--- config.mk ---
export PLATFORM = sky130hd
export DESIGN_NAME = bus_uart_tx
export DESIGN_NICKNAME = d
export VERILOG_FILES = /design/src/rtl/bus_uart_tx.sv
export SDC_FILE = /design/constraint.sdc
export NUM_CORES = 1
export LEC_CHECK = 0
export CAP_MARGIN = 10
export CELL_PAD_IN_SITES_DETAIL_PLACEMENT = 0
export CELL_PAD_IN_SITES_GLOBAL_PLACEMENT = 2
export CORE_MARGIN = 2
export CORE_UTILIZATION = 28
export DETAILED_ROUTE_END_ITERATION = 8
export PLACE_DENSITY = 0.89
export SLEW_MARGIN = 20
export SYNTH_ARGS = -nofsm -noshare
export SYNTH_HDL_FRONTEND = slang
export SYNTH_SLANG_ARGS = --single-unit
--- constraint.sdc ---
create_clock -name clk -period 4.1 [get_ports clk]
set_input_delay 0.41 -clock clk [delete_from_list [all_inputs] [get_ports clk]]
set_output_delay 0.41 -clock clk [all_outputs]
set_load 0.03 [all_outputs]
--- src/rtl/bus_uart_tx.sv ---
// bus_uart_tx: memory-mapped UART transmitter with a byte FIFO.
// A bus write to BASE_ADDR queues a byte. The FSM sends each byte as 8N1,
// LSB first, with DIV = CLK_HZ / BAUD clock cycles per bit.
// Define BUS_UART_STATUS_EN to enable the status register at BASE_ADDR+8.
// It returns {overflow, fifo_full, tx_busy}, and reading it clears overflow.
// When the macro is undefined, bus_read_data is tied to zero.
module bus_uart_tx #(
  parameter int unsigned CLK_HZ     = 50000000,
  parameter int unsigned BAUD       = 115200,
  parameter logic [63:0] BASE_ADDR  = 64'h8000_0000,
  parameter int unsigned FIFO_DEPTH = 8
) (
  input  logic        clk,
  input  logic        reset,
  input  logic [63:0] bus_address,
  input  logic [63:0] bus_write_data,
  input  logic        bus_write_enable,
  input  logic        bus_read_enable,
  output logic [63:0] bus_read_data,
  output logic        uart_tx,
  output logic        tx_busy,
  output logic        fifo_full
);

  localparam int unsigned DIV        = CLK_HZ / BAUD;
  localparam int unsigned CNT_W      = (DIV > 2) ? $clog2(DIV) : 1;
  localparam int unsigned PTR_W      = $clog2(FIFO_DEPTH);
  localparam int unsigned FCNT_W     = PTR_W + 1;
  localparam logic [CNT_W-1:0] BAUD_RELOAD = CNT_W'(DIV - 1);
  localparam logic [FCNT_W-1:0] FIFO_FULL_CNT = FCNT_W'(FIFO_DEPTH);

  localparam logic [1:0] IDLE  = 2'd0;
  localparam logic [1:0] START = 2'd1;
  localparam logic [1:0] DATA  = 2'd2;
  localparam logic [1:0] STOP  = 2'd3;

  logic [1:0]        state_q, state_d;
  logic [CNT_W-1:0]  baudCnt_q, baudCnt_d;
  logic [2:0]        bitCnt_q, bitCnt_d;
  logic [7:0]        shift_q, shift_d;
  logic              uartTx_q, uartTx_d;
  logic              busyTail_q;
  logic              overflow_q, overflow_d;
  logic [7:0]        fifoMem_q [FIFO_DEPTH];
  logic [PTR_W-1:0]  wrPtr_q, rdPtr_q;
  logic [FCNT_W-1:0] fifoCnt_q, fifoCnt_d;

  logic       pushReq;
  logic       push;
  logic       pop;
  logic       drop;
  logic       fifoEmpty;
  logic       fifoFullInt;
  logic [7:0] fifoHead;

  assign pushReq     = bus_write_enable && (bus_address == BASE_ADDR);
  assign fifoEmpty   = (fifoCnt_q == '0);
  assign fifoFullInt = (fifoCnt_q == FIFO_FULL_CNT);
  assign fifoHead    = fifoMem_q[rdPtr_q];

  // A full FIFO still accepts a byte if the head leaves in the same cycle.
  assign push = pushReq && (!fifoFullInt || pop);
  assign drop = pushReq && fifoFullInt && !pop;

  // FSM: pops a byte, times start/data/stop bits with the baud counter,
  // and chains frames back to back while bytes are waiting.
  always_comb begin
    state_d   = state_q;
    baudCnt_d = baudCnt_q;
    bitCnt_d  = bitCnt_q;
    shift_d   = shift_q;
    pop       = 1'b0;
    case (state_q)
      IDLE: begin
        if (!fifoEmpty) begin
          pop       = 1'b1;
          shift_d   = fifoHead;
          baudCnt_d = BAUD_RELOAD;
          bitCnt_d  = 3'd0;
          state_d   = START;
        end
      end
      START: begin
        if (baudCnt_q == '0) begin
          baudCnt_d = BAUD_RELOAD;
          bitCnt_d  = 3'd0;
          state_d   = DATA;
        end else begin
          baudCnt_d = baudCnt_q - 1'b1;
        end
      end
      DATA: begin
        if (baudCnt_q == '0) begin
          baudCnt_d = BAUD_RELOAD;
          shift_d   = {1'b0, shift_q[7:1]};
          if (bitCnt_q == 3'd7) begin
            state_d = STOP;
          end else begin
            bitCnt_d = bitCnt_q + 3'd1;
          end
        end else begin
          baudCnt_d = baudCnt_q - 1'b1;
        end
      end
      STOP: begin
        if (baudCnt_q == '0) begin
          if (!fifoEmpty) begin
            pop       = 1'b1;
            shift_d   = fifoHead;
            baudCnt_d = BAUD_RELOAD;
            bitCnt_d  = 3'd0;
            state_d   = START;
          end else begin
            state_d = IDLE;
          end
        end else begin
          baudCnt_d = baudCnt_q - 1'b1;
        end
      end
      default: begin
        state_d = IDLE;
      end
    endcase
  end

  // Line level for the current state; it is registered one cycle later.
  always_comb begin
    uartTx_d = 1'b1;
    if (state_q == START) begin
      uartTx_d = 1'b0;
    end else if (state_q == DATA) begin
      uartTx_d = shift_q[0];
    end
  end

  // FIFO occupancy changes only when exactly one of push/pop happens.
  always_comb begin
    fifoCnt_d = fifoCnt_q;
    case ({push, pop})
      2'b10:   fifoCnt_d = fifoCnt_q + 1'b1;
      2'b01:   fifoCnt_d = fifoCnt_q - 1'b1;
      default: fifoCnt_d = fifoCnt_q;
    endcase
  end

`ifdef BUS_UART_STATUS_EN
  logic statusRead;
  logic unusedBits;

  assign statusRead = bus_read_enable && (bus_address == BASE_ADDR + 64'd8);
  assign unusedBits = ^bus_write_data[63:8];

  // Status register read. A dropped byte in the same cycle wins over the clear.
  always_comb begin
    bus_read_data = '0;
    overflow_d    = overflow_q;
    if (statusRead) begin
      bus_read_data = {61'b0, overflow_q, fifoFullInt, tx_busy};
    end
    if (drop) begin
      overflow_d = 1'b1;
    end else if (statusRead) begin
      overflow_d = 1'b0;
    end
  end
`else
  logic unusedBits;

  assign unusedBits = ^{bus_write_data[63:8], bus_read_enable, overflow_q};

  // Without the status register the bus reads zero and overflow only accumulates.
  always_comb begin
    bus_read_data = '0;
    overflow_d    = overflow_q | drop;
  end
`endif

  // FIFO storage. It needs no reset because the pointers and count define validity.
  always_ff @(posedge clk) begin
    if (push) begin
      fifoMem_q[wrPtr_q] <= bus_write_data[7:0];
    end
  end

  // State registers. Reset aborts any frame in flight and empties the FIFO.
  always_ff @(posedge clk or negedge reset) begin
    if (!reset) begin
      state_q    <= IDLE;
      baudCnt_q  <= '0;
      bitCnt_q   <= '0;
      shift_q    <= '0;
      uartTx_q   <= 1'b1;
      busyTail_q <= 1'b0;
      overflow_q <= 1'b0;
      wrPtr_q    <= '0;
      rdPtr_q    <= '0;
      fifoCnt_q  <= '0;
    end else begin
      state_q    <= state_d;
      baudCnt_q  <= baudCnt_d;
      bitCnt_q   <= bitCnt_d;
      shift_q    <= shift_d;
      uartTx_q   <= uartTx_d;
      busyTail_q <= (state_q != IDLE);
      overflow_q <= overflow_d;
      fifoCnt_q  <= fifoCnt_d;
      if (push) begin
        wrPtr_q <= wrPtr_q + 1'b1;
      end
      if (pop) begin
        rdPtr_q <= rdPtr_q + 1'b1;
      end
    end
  end

  // busyTail_q keeps busy asserted while the registered stop bit is still on the line.
  assign uart_tx   = uartTx_q;
  assign tx_busy   = !fifoEmpty || (state_q != IDLE) || busyTail_q;
  assign fifo_full = fifoFullInt;

endmodule
==> reports/results.tsv, run 1 <==
metric	value	unit
dpl.hpwl	7350	µm
seq_power_share	0.513	
clkPwrFrac	0.405	
rsz0062_at_grt	false	
drv_cap	0	
yosys_warnings	0	
place.gp.congestion	0.867	
syn_avg_cell_area	13.1	µm²
die_w	138	µm
firstDrtPassIters	4	
worstPathRequired	4.37	ns
nFillCells	1730	
synth_async_sr_flop_share	0.347	
nNetsFinal	619	
clock_latency	0.34	ns
dieHeight	138	µm
setup_viol	0	
fin_skew	0.00883	ns
clock_path_buffers	2	
dp_cells	691	
status	completed	
min_period	3.18	ns
grt_overflow	0	
cp_max_fo	7	
globalRouteTotalUtil	0.109	
synth-edff-count	64	
endpoint_kind	flip-flop	
power	0.00205	W
most-common-layout-cells	77 x clkdlybuf4s50_1, 64 x conb_1, 64 x edfxtp_1, 32 x dfrtp_1, 21 x nand2_1	
drive_gt1_frac	0.140	
initial_core_util	0.283	
grt_pass1_vias	3198	
pin_count	199	
cts_made_buffers	9	
grt_max_degree	35	
synthDistinctLibCells	52	
row_count	49	
ys.flop_type	edfxtp_1	
die_area	19100	µm²
ctsHoldBuffers	0	
max_freq	314	MHz
combPwrFrac	0.081	
syn_to_final_growth	23.0	%
ys_seq_elements	98	
postLayoutSetupSlackWorst	0.920	ns
dr.first_iter.drc_count	168	
period_share	0.776	
post_cts_buffers	0	
leakage	2.31	nW
wl_per_cell	14.3	µm
finalWirelength	10100	µm
ctsRootBufferMaster	clkbuf_16	
p_int	0.00155	W
power.share.switching	0.244	
path_class	primary input to flip-flop	
p_sw	0.000502	W
dp_slack	0.555	ns
hold_viol	0	
finalSetupTns	0	ns
yosysTopAreaCellShare	0.381	
ant_nets	0	
final_common_cell	clkdlybuf4s50_1	
startpoint_type	primary input	
route.detailed.drc	0	
ys_seq_area_frac	0.550	
portBuffers	77	
final_cells	707	
yosysTopAreaCell	edfxtp_1	
power_density	331	nW/µm²
cp.arrival	3.45	ns
clk_pin_slew	0.07	ns
num_antenna_cells	0	
htree_levels	3	
ctsResizeCount	0	
whs	0.500	ns
synthesis.area	5040	µm²
cts_tree	done	
tightest_slew	0.788	ns
grt_pass1_wl	16700	µm
antenna_found_initial	0	
ys_top_cells_by_area	edfxtp_1 38%, dfrtp_1 16%, buf_4 9.5%	
vias	3123	
drv_slew	0	
hp-class	primary input to asynchronous set/reset pin	
vdd_ir_drop_max	0.000283	V
via_per_inst	4.42	
core_area	17800	µm²
relSlewSlack	0.475	
numClockSinks	98	
syn_inst	385	
-- power groups by stage --
| stage | Clock [W] | Combinational (W) | Sequential [W] |
|---|---|---|---|
| final | 0.000833 | 0.000167 | 0.00105 |
| after floorplan | 0 | 0.000126 | 0.00108 |
| after detailed placement | 0 | 0.000167 | 0.00108 |
| after global routing | 0.000901 | 0.000178 | 0.00105 |
| after CTS | 0.000861 | 0.000167 | 0.00105 |
| after global placement | 0 | 0.000164 | 0.00107 |
-- metrics by stage --
step / area, µm² / utilization
after floorplan: 5280 / -
after global placement: 5900 / 0.331
after detailed placement: 5900 / 0.331
after CTS: 6200 / 0.348
after global routing: 6200 / 0.348
final: 6200 / 0.348
-- final cells by class --
class | instances | area, µm² | share of cell area
multi-input combinational | 264 | 1940 | 0.313
timing repair buffer | 88 | 853 | 0.138
clock buffer | 9 | 225 | 0.0363
sequential | 98 | 2780 | 0.447
clock inverter | 7 | 76.3 | 0.0123
tap | 229 | 287 | 0.0462
inverter | 12 | 45.0 | 0.00726
-- final timing paths --
| path | from | to | slack [ns] | depth (start not counted) |
|---|---|---|---|---|
| max | bus_address[18] | fifoCnt_q[3]$_DFFE_PN0P_ | 0.92 | 13 |
| min | reset | fifoCnt_q[3]$_DFFE_PN0P_ | 0.50 | 2 |
| max reg2reg | baudCnt_q[0]$_DFF_PN0_ | fifoMem_q[5][3]$_DFFE_PP_ | 0.94 | 9 |
| min reg2reg | shift_q[0]$_DFFE_PN0P_ | uart_tx$_DFF_PN1_ | 0.50 | 2 |
| max in group asynchronous | reset | uart_tx$_DFF_PN1_ | 3.24 | 2 |
| min in group clk | shift_q[0]$_DFFE_PN0P_ | uart_tx$_DFF_PN1_ | 0.50 | 2 |
-- synth_stat cells, types with 2 or more instances --
| cell type | count |
|---|---|
| or4_1 | 3 |
| xor2_1 | 2 |
| nor4b_1 | 3 |
| o21a_1 | 2 |
| mux2_2 | 11 |
| clkbuf_1 | 7 |
| nand2b_1 | 5 |
| o21ai_0 | 16 |
| a21o_1 | 2 |
| buf_4 | 64 |
| nand3_1 | 5 |
| xnor2_1 | 5 |
| nor2_1 | 12 |
| o22ai_1 | 2 |
| mux4_2 | 16 |
| mux2_4 | 2 |
| buf_1 | 2 |
| ha_1 | 13 |
| a22o_1 | 3 |
| nand4_1 | 3 |
| a21oi_1 | 13 |
| edfxtp_1 | 64 |
| nor4_1 | 15 |
| or2_2 | 3 |
| nand2_1 | 21 |
| dfrtp_1 | 33 |
| nor3b_1 | 6 |
| inv_1 | 12 |
| mux2i_1 | 10 |
| or3_1 | 3 |
| nor3_1 | 6 |
-- sequential cells by signal, indices dropped and copies added (netlist names) --
signal,cells
shift_q,8
state_q,2
baudCnt_q,9
bitCnt_q,3
rdPtr_q,3
uart_tx,1
fifoCnt_q,4
wrPtr_q,3
busyTail_q,1
fifoMem_q,64
-- kinds of logic (layout without fill, tap and decap cells) --
family | after synthesis | after routing | synth area share
compound gates | 48 | 48 | 0.0603
xor+xnor | 7 | 7 | 0.0122
fa+ha+maj | 14 | 14 | 0.0362
buf+inv | 86 | 116 | 0.112
flops | 98 | 98 | 0.550
mux | 39 | 39 | 0.122
other cells | 1 | 64 | 0.000744
simple gates | 92 | 92 | 0.107
-- critical path, stage by stage --
cell             delay (ns)
clkdlybuf4s50_1        0.39
or4_1                  0.52
or4_4                  0.50
nor4_4                 0.13
buf_4                  0.19
nand2b_1               0.15
inv_1                  0.07
ha_1                   0.27
a21o_1                 0.11
a21oi_1                0.07
or3_1                  0.30
mux2i_1                0.17
xor2_1                 0.16
-- routing by layer --
| layer | vias up | part of all wire | track usage |
|---|---|---|---|
| met5 | - | 0 | 0 |
| met4 | 0 | 0.015 | 0.0338 |
| met3 | 14 | 0.029 | 0.0236 |
| met2 | 73 | 0.52 | 0.192 |
| met1 | 1546 | 0.43 | 0.136 |
| li1 | 1490 | - | - |
Power figures use the tool's default switching activity.
==> run 2, diff against run 1 <==
==> constraint.sdc (replaced) <==
create_clock -name clk -period 3.22 [get_ports clk]
set_input_delay 0.322 -clock clk [delete_from_list [all_inputs] [get_ports clk]]
set_output_delay 0.322 -clock clk [all_outputs]
set_load 0.03 [all_outputs]
==> run 2 against run 1 <==
Effect of this change:
- critical path depth is the same
- via count about the same
- critical endpoint unchanged
- worst setup slack got worse by 0.63 ns
- global-route usage down 0.072 points
- non-clock buffer count increased by 6
- hold slack lost 0.096 ns
- sequential share of layout area down 0.47 points
- final cell count up 0.85%
- first-iteration DRC count down 27%
- clock skew is 0.0017 ns lower
- design area rose by 1.0%
==> reports/results.tsv, run 2 (synthesized netlist as in run 1, its figures left out) <==
metric	value	unit
die_area	19100	µm²
dpl.hpwl	7490	µm
ctsHoldBuffers	0	
drive_gt1_frac	0.149	
core_area	17800	µm²
route.detailed.drc	0	
fin_skew	0.00712	ns
pin_count	199	
period_share	0.910	
power_density	427	nW/µm²
grt_pass1_vias	3175	
power	0.00267	W
drv_slew	0	
reg2reg_depth	13	
timing.reg2reg.setup_slack	0.29	ns
dpl_cell_area	5940	µm²
max_freq	341	MHz
finalWirelength	10100	µm
final_common_cell	clkdlybuf4s50_1	
r2r_end	fifoCnt_q[3]$_DFFE_PN0P_	
postLayoutSetupSlackWorst	0.290	ns
min_period	2.93	ns
place.gp.congestion	0.852	
htree_levels	3	
cts_made_buffers	9	
antenna_found_initial	0	
setup_viol	0	
stdcell_area	6260	µm²
tightest_slew	0.789	ns
hold_viol	0	
clock_latency	0.34	ns
ant_nets	0	
grt_overflow	0	
worstPathRequired	3.44	ns
r2r_start	baudCnt_q[0]$_DFF_PN0_	
dp_slack	-0.0838	ns
initial_core_util	0.283	
clk_pin_slew	0.07	ns
ctsResizeCount	0	
path_class	flip-flop to flip-flop	
grt_pass1_wl	16600	µm
rsz0062_at_grt	false	
nNetsFinal	625	
syn_to_final_growth	24.2	%
grt_max_degree	35	
row_count	49	
num_antenna_cells	0	
top_register	fifoMem_q	
dr.first_iter.drc_count	122	
wl_per_cell	14.2	µm
dieHeight	138	µm
firstDrtPassIters	4	
status	completed	
dp_cells	697	
globalRouteTotalUtil	0.109	
endpoint_kind	flip-flop	
cp.arrival	3.15	ns
startpoint_type	flip-flop	
largest_register_ffs	64	
final_cells	713	
post_cts_buffers	0	
ctsRootBufferMaster	clkbuf_16	
drv_cap	0	
cts_tree	done	
die_w	138	µm
via_per_inst	4.38	
vias	3120	
relSlewSlack	0.474	
cp_max_fo	6	
vdd_ir_drop_max	0.000346	V
numClockSinks	98	
reg.largest.list	fifoMem_q: 64 flops, baudCnt_q: 9 flops, shift_q: 8 flops	
hp-class	primary input to asynchronous set/reset pin	
most-common-layout-cells	77 x clkdlybuf4s50_1, 64 x conb_1, 64 x edfxtp_1, 33 x dfrtp_1, 21 x nand2_1	
clock_path_buffers	2	
portBuffers	77	
leakage	2.34	nW
-- run 2: critical path: stages, from the launching register on --
cell and delay [ns]:
dfrtp_1 0.43, inv_1 0.11, ha_1 0.15, nor4b_2 0.46, nand3_1 0.24, a211oi_4 0.31, nand2b_1 0.10, inv_1 0.09
ha_1 0.23, a21o_1 0.18, a21oi_1 0.17, or3_1 0.12, mux2i_1 0.08, xor2_1 0.14
-- run 2: worst max path at each step --
stage / start / end / cells past startpoint
2_1_floorplan: bus_address[18] / fifoCnt_q[3]$_DFFE_PN0P_ / 11
3_3_place_gp: bus_address[18] / fifoCnt_q[3]$_DFFE_PN0P_ / 12
3_5_place_dp: bus_address[18] / fifoCnt_q[3]$_DFFE_PN0P_ / 12
4_1_cts: baudCnt_q[0]$_DFF_PN0_ / fifoCnt_q[3]$_DFFE_PN0P_ / 13
5_1_grt: baudCnt_q[0]$_DFF_PN0_ / fifoCnt_q[3]$_DFFE_PN0P_ / 13
6_report: baudCnt_q[0]$_DFF_PN0_ / fifoCnt_q[3]$_DFFE_PN0P_ / 13
-- run 2: routing by layer --
metal | track usage | routed length [µm] | up-vias | share of wire
met2 | 0.193 | 5490 | 79 | 0.54
met3 | 0.0249 | 334 | 7 | 0.033
met1 | 0.135 | 4240 | 1542 | 0.42
li1 | - | - | 1492 | -
met4 | 0.0258 | 78 | 0 | 0.0077
met5 | 0 | 0 | - | 0
-- run 2: final cells by class --
| cell class | instances | area (µm²) |
|---|---|---|
| Clock inverter | 7 | 95.1 |
| Sequential cell | 98 | 2770 |
| Clock buffer | 9 | 225 |
| Timing Repair Buffer | 94 | 898 |
| Fill cell | 1726 | 11600 |
| Multi-Input combinational cell | 264 | 1940 |
| Tap cell | 229 | 287 |
| Inverter | 12 | 45.0 |
-- run 2: power breakdown --
group,internal [W],switching [W]
logic,0.0000816,0.000131
registers,0.00134,0
clock network,0.000625,0.000493
total,0.00205,0.000624
-- run 2: stage by stage --
step | TNS, ns | hold WS, ns | utilization
after detailed placement | -0.0838 | 0.482 | 0.333
after global routing | 0 | 0.449 | 0.351
final | 0 | 0.404 | 0.351
after CTS | 0 | 0.419 | 0.351
after floorplan | 0 | 0.0264 | -
after global placement | -0.0212 | 0.479 | 0.333
==> run 3, diff against run 2 <==
--- a/config.mk
+++ b/config.mk
@@ -9,9 +9,11 @@
 export CELL_PAD_IN_SITES_DETAIL_PLACEMENT = 0
 export CELL_PAD_IN_SITES_GLOBAL_PLACEMENT = 2
 export CORE_MARGIN = 2
-export CORE_UTILIZATION = 28
+export CORE_UTILIZATION = 25
+export CTS_BUF_LIST = sky130_fd_sc_hd__clkbuf_2 sky130_fd_sc_hd__clkbuf_4 sky130_fd_sc_hd__clkbuf_8
 export DETAILED_ROUTE_END_ITERATION = 8
-export PLACE_DENSITY = 0.89
+export PLACE_DENSITY = 0.82
+export REMOVE_ABC_BUFFERS = 1
 export SLEW_MARGIN = 20
 export SYNTH_ARGS = -nofsm -noshare
 export SYNTH_HDL_FRONTEND = slang
==> run 3 against run 2 <==
Effect of this change:
- wire length rose by 1.5%
- sequential share of layout area increased by 0.35 points
- core utilization decreased by 3.5 points
- via count barely moved
- critical path depth decreased by 1
- total power shrank 9.9%
- worst setup slack improved by 0.0087 ns
- global-route usage decreased by 0.93 points
- sequential power barely moved
- final cell count increased by 5.2%
- hold slack got worse by 0.037 ns
- register-to-register slack improved by 0.11 ns
- critical path type is now primary input to flip-flop
==> reports/results.tsv, run 3 (synthesized netlist as in run 1, its figures left out) <==
metric	value	unit
status	completed	
portBuffers	77	
core_area	19700	µm²
row_count	51	
tightest_slew	0.837	ns
setup_viol	0	
period_share	0.907	
power	0.00241	W
reg2reg_depth	13	
syn_to_final_growth	23.3	%
num_antenna_cells	0	
dieHeight	146	µm
r2r_end	fifoCnt_q[3]$_DFFE_PN0P_	
timing.reg2reg.setup_slack	0.40	ns
htree_levels	3	
firstDrtPassIters	4	
top_register	fifoMem_q	
cts_tree	done	
power_density	387	nW/µm²
r2r_start	baudCnt_q[0]$_DFF_PN0_	
fin_skew	0.0124	ns
cp_max_fo	2	
cts_made_buffers	9	
drv_cap	0	
place.gp.congestion	0.776	
initial_core_util	0.257	
clock_path_buffers	2	
cp-startpoint	bus_address[21]	
min_period	2.92	ns
antenna_found_initial	0	
grt_pass1_vias	3347	
clk_pin_slew	0.10	ns
clkPwrFrac	0.355	
finalWirelength	10300	µm
power.share.switching	0.250	
worstPathRequired	3.52	ns
dp_slack	-0.0980	ns
ctsHoldBuffers	0	
combPwrFrac	0.088	
startpoint_type	primary input	
most-common-layout-cells	77 x clkdlybuf4s50_1, 64 x conb_1, 64 x edfxtp_1, 33 x dfrtp_1, 21 x nand2_1	
endpoint_kind	flip-flop	
reg.largest.list	fifoMem_q: 64 flops, baudCnt_q: 9 flops, shift_q: 8 flops	
ctsRootBufferMaster	clkbuf_8	
relSlewSlack	0.442	
drv_slew	0	
dp_cells	734	
grt_pass1_wl	16900	µm
hp-class	primary input to asynchronous set/reset pin	
clock_latency	0.37	ns
post_cts_buffers	0	
seq_power_share	0.557	
leakage	2.30	nW
via_per_inst	4.16	
dr.first_iter.drc_count	131	
max_freq	342	MHz
path_class	primary input to flip-flop	
cp.arrival	3.22	ns
ctsResizeCount	0	
globalRouteTotalUtil	0.0995	
numClockSinks	98	
grt_max_degree	35	
postLayoutSetupSlackWorst	0.299	ns
largest_register_ffs	64	
wl_per_cell	13.7	µm
dpl.hpwl	7500	µm
vias	3122	
drive_gt1_frac	0.151	
ant_nets	0	
final_common_cell	clkdlybuf4s50_1	
rsz0062_at_grt	false	
route.detailed.drc	0	
vdd_ir_drop_max	0.000262	V
p_sw	0.000603	W
grt_overflow	0	
final_cells	750	
die_area	21300	µm²
pin_count	199	
nNetsFinal	626	
die_w	146	µm
p_int	0.00180	W
hold_viol	0	
## run 3: cell types whose count changed in the layout (fill, tap and decap cells not counted), sizes merged
cell,change
buf,+1
clkinv,-2
clkinvlp,+2
## run 3: worst max-delay path, cell delays in order
cell and delay, ns:
clkdlybuf4s50_1 0.41, or4_1 0.50, or4_4 0.50, nor4_4 0.17
nand2b_1 0.16, inv_1 0.06, ha_1 0.26, a21o_1 0.10
a21oi_1 0.08, or3_1 0.31, mux2i_1 0.18, xor2_1 0.15
## run 3: per-layer routing
layer	GRT usage	routed length [µm]	vias to the layer above
li1	-	-	1489
met1	0.121	4390	1546
met2	0.179	5420	77
met3	0.0209	402	10
met4	0.0262	89	0
met5	0	0	-
## run 3: power by group through the flow
stage | registers (W) | logic [W] | clock network (W)
2_1_floorplan | 0.00137 | 0.000101 | 0
3_3_place_gp | 0.00137 | 0.000208 | 0
3_5_place_dp | 0.00137 | 0.000211 | 0
4_1_cts | 0.00134 | 0.000212 | 0.000875
5_1_grt | 0.00134 | 0.000226 | 0.000928
6_report | 0.00134 | 0.000212 | 0.000854
## run 3: area by class of cell
| class | count | area [µm²] |
|---|---|---|
| Timing Repair Buffer | 95 | 906 |
| Fill cell | 1979 | 13400 |
| Sequential cell | 98 | 2770 |
| Clock buffer | 9 | 124 |
| Tap cell | 265 | 332 |
| Clock inverter | 7 | 95.1 |
| Inverter | 12 | 45.0 |
| Multi-Input combinational cell | 264 | 1940 |
## run 3: stage by stage
stage | setup TNS [ns] | instance area (µm²) | util | hold WS [ns]
finish | 0 | 6220 | 0.316 | 0.367
global route | 0 | 6220 | 0.316 | 0.392
CTS | 0 | 6220 | 0.316 | 0.382
detailed placement | -0.0980 | 6000 | 0.305 | 0.495
global placement | -0.0547 | 6000 | 0.305 | 0.490
floorplan | 0 | 4760 | - | 0.0264
## run 3: worst max path at each step
stage	end
finish	fifoCnt_q[3]$_DFFE_PN0P_
global route	fifoCnt_q[3]$_DFFE_PN0P_
CTS	fifoCnt_q[3]$_DFFE_PN0P_
detailed placement	fifoCnt_q[3]$_DFFE_PN0P_
global placement	fifoCnt_q[3]$_DFFE_PN0P_
floorplan	fifoMem_q[3][0]$_DFFE_PP_
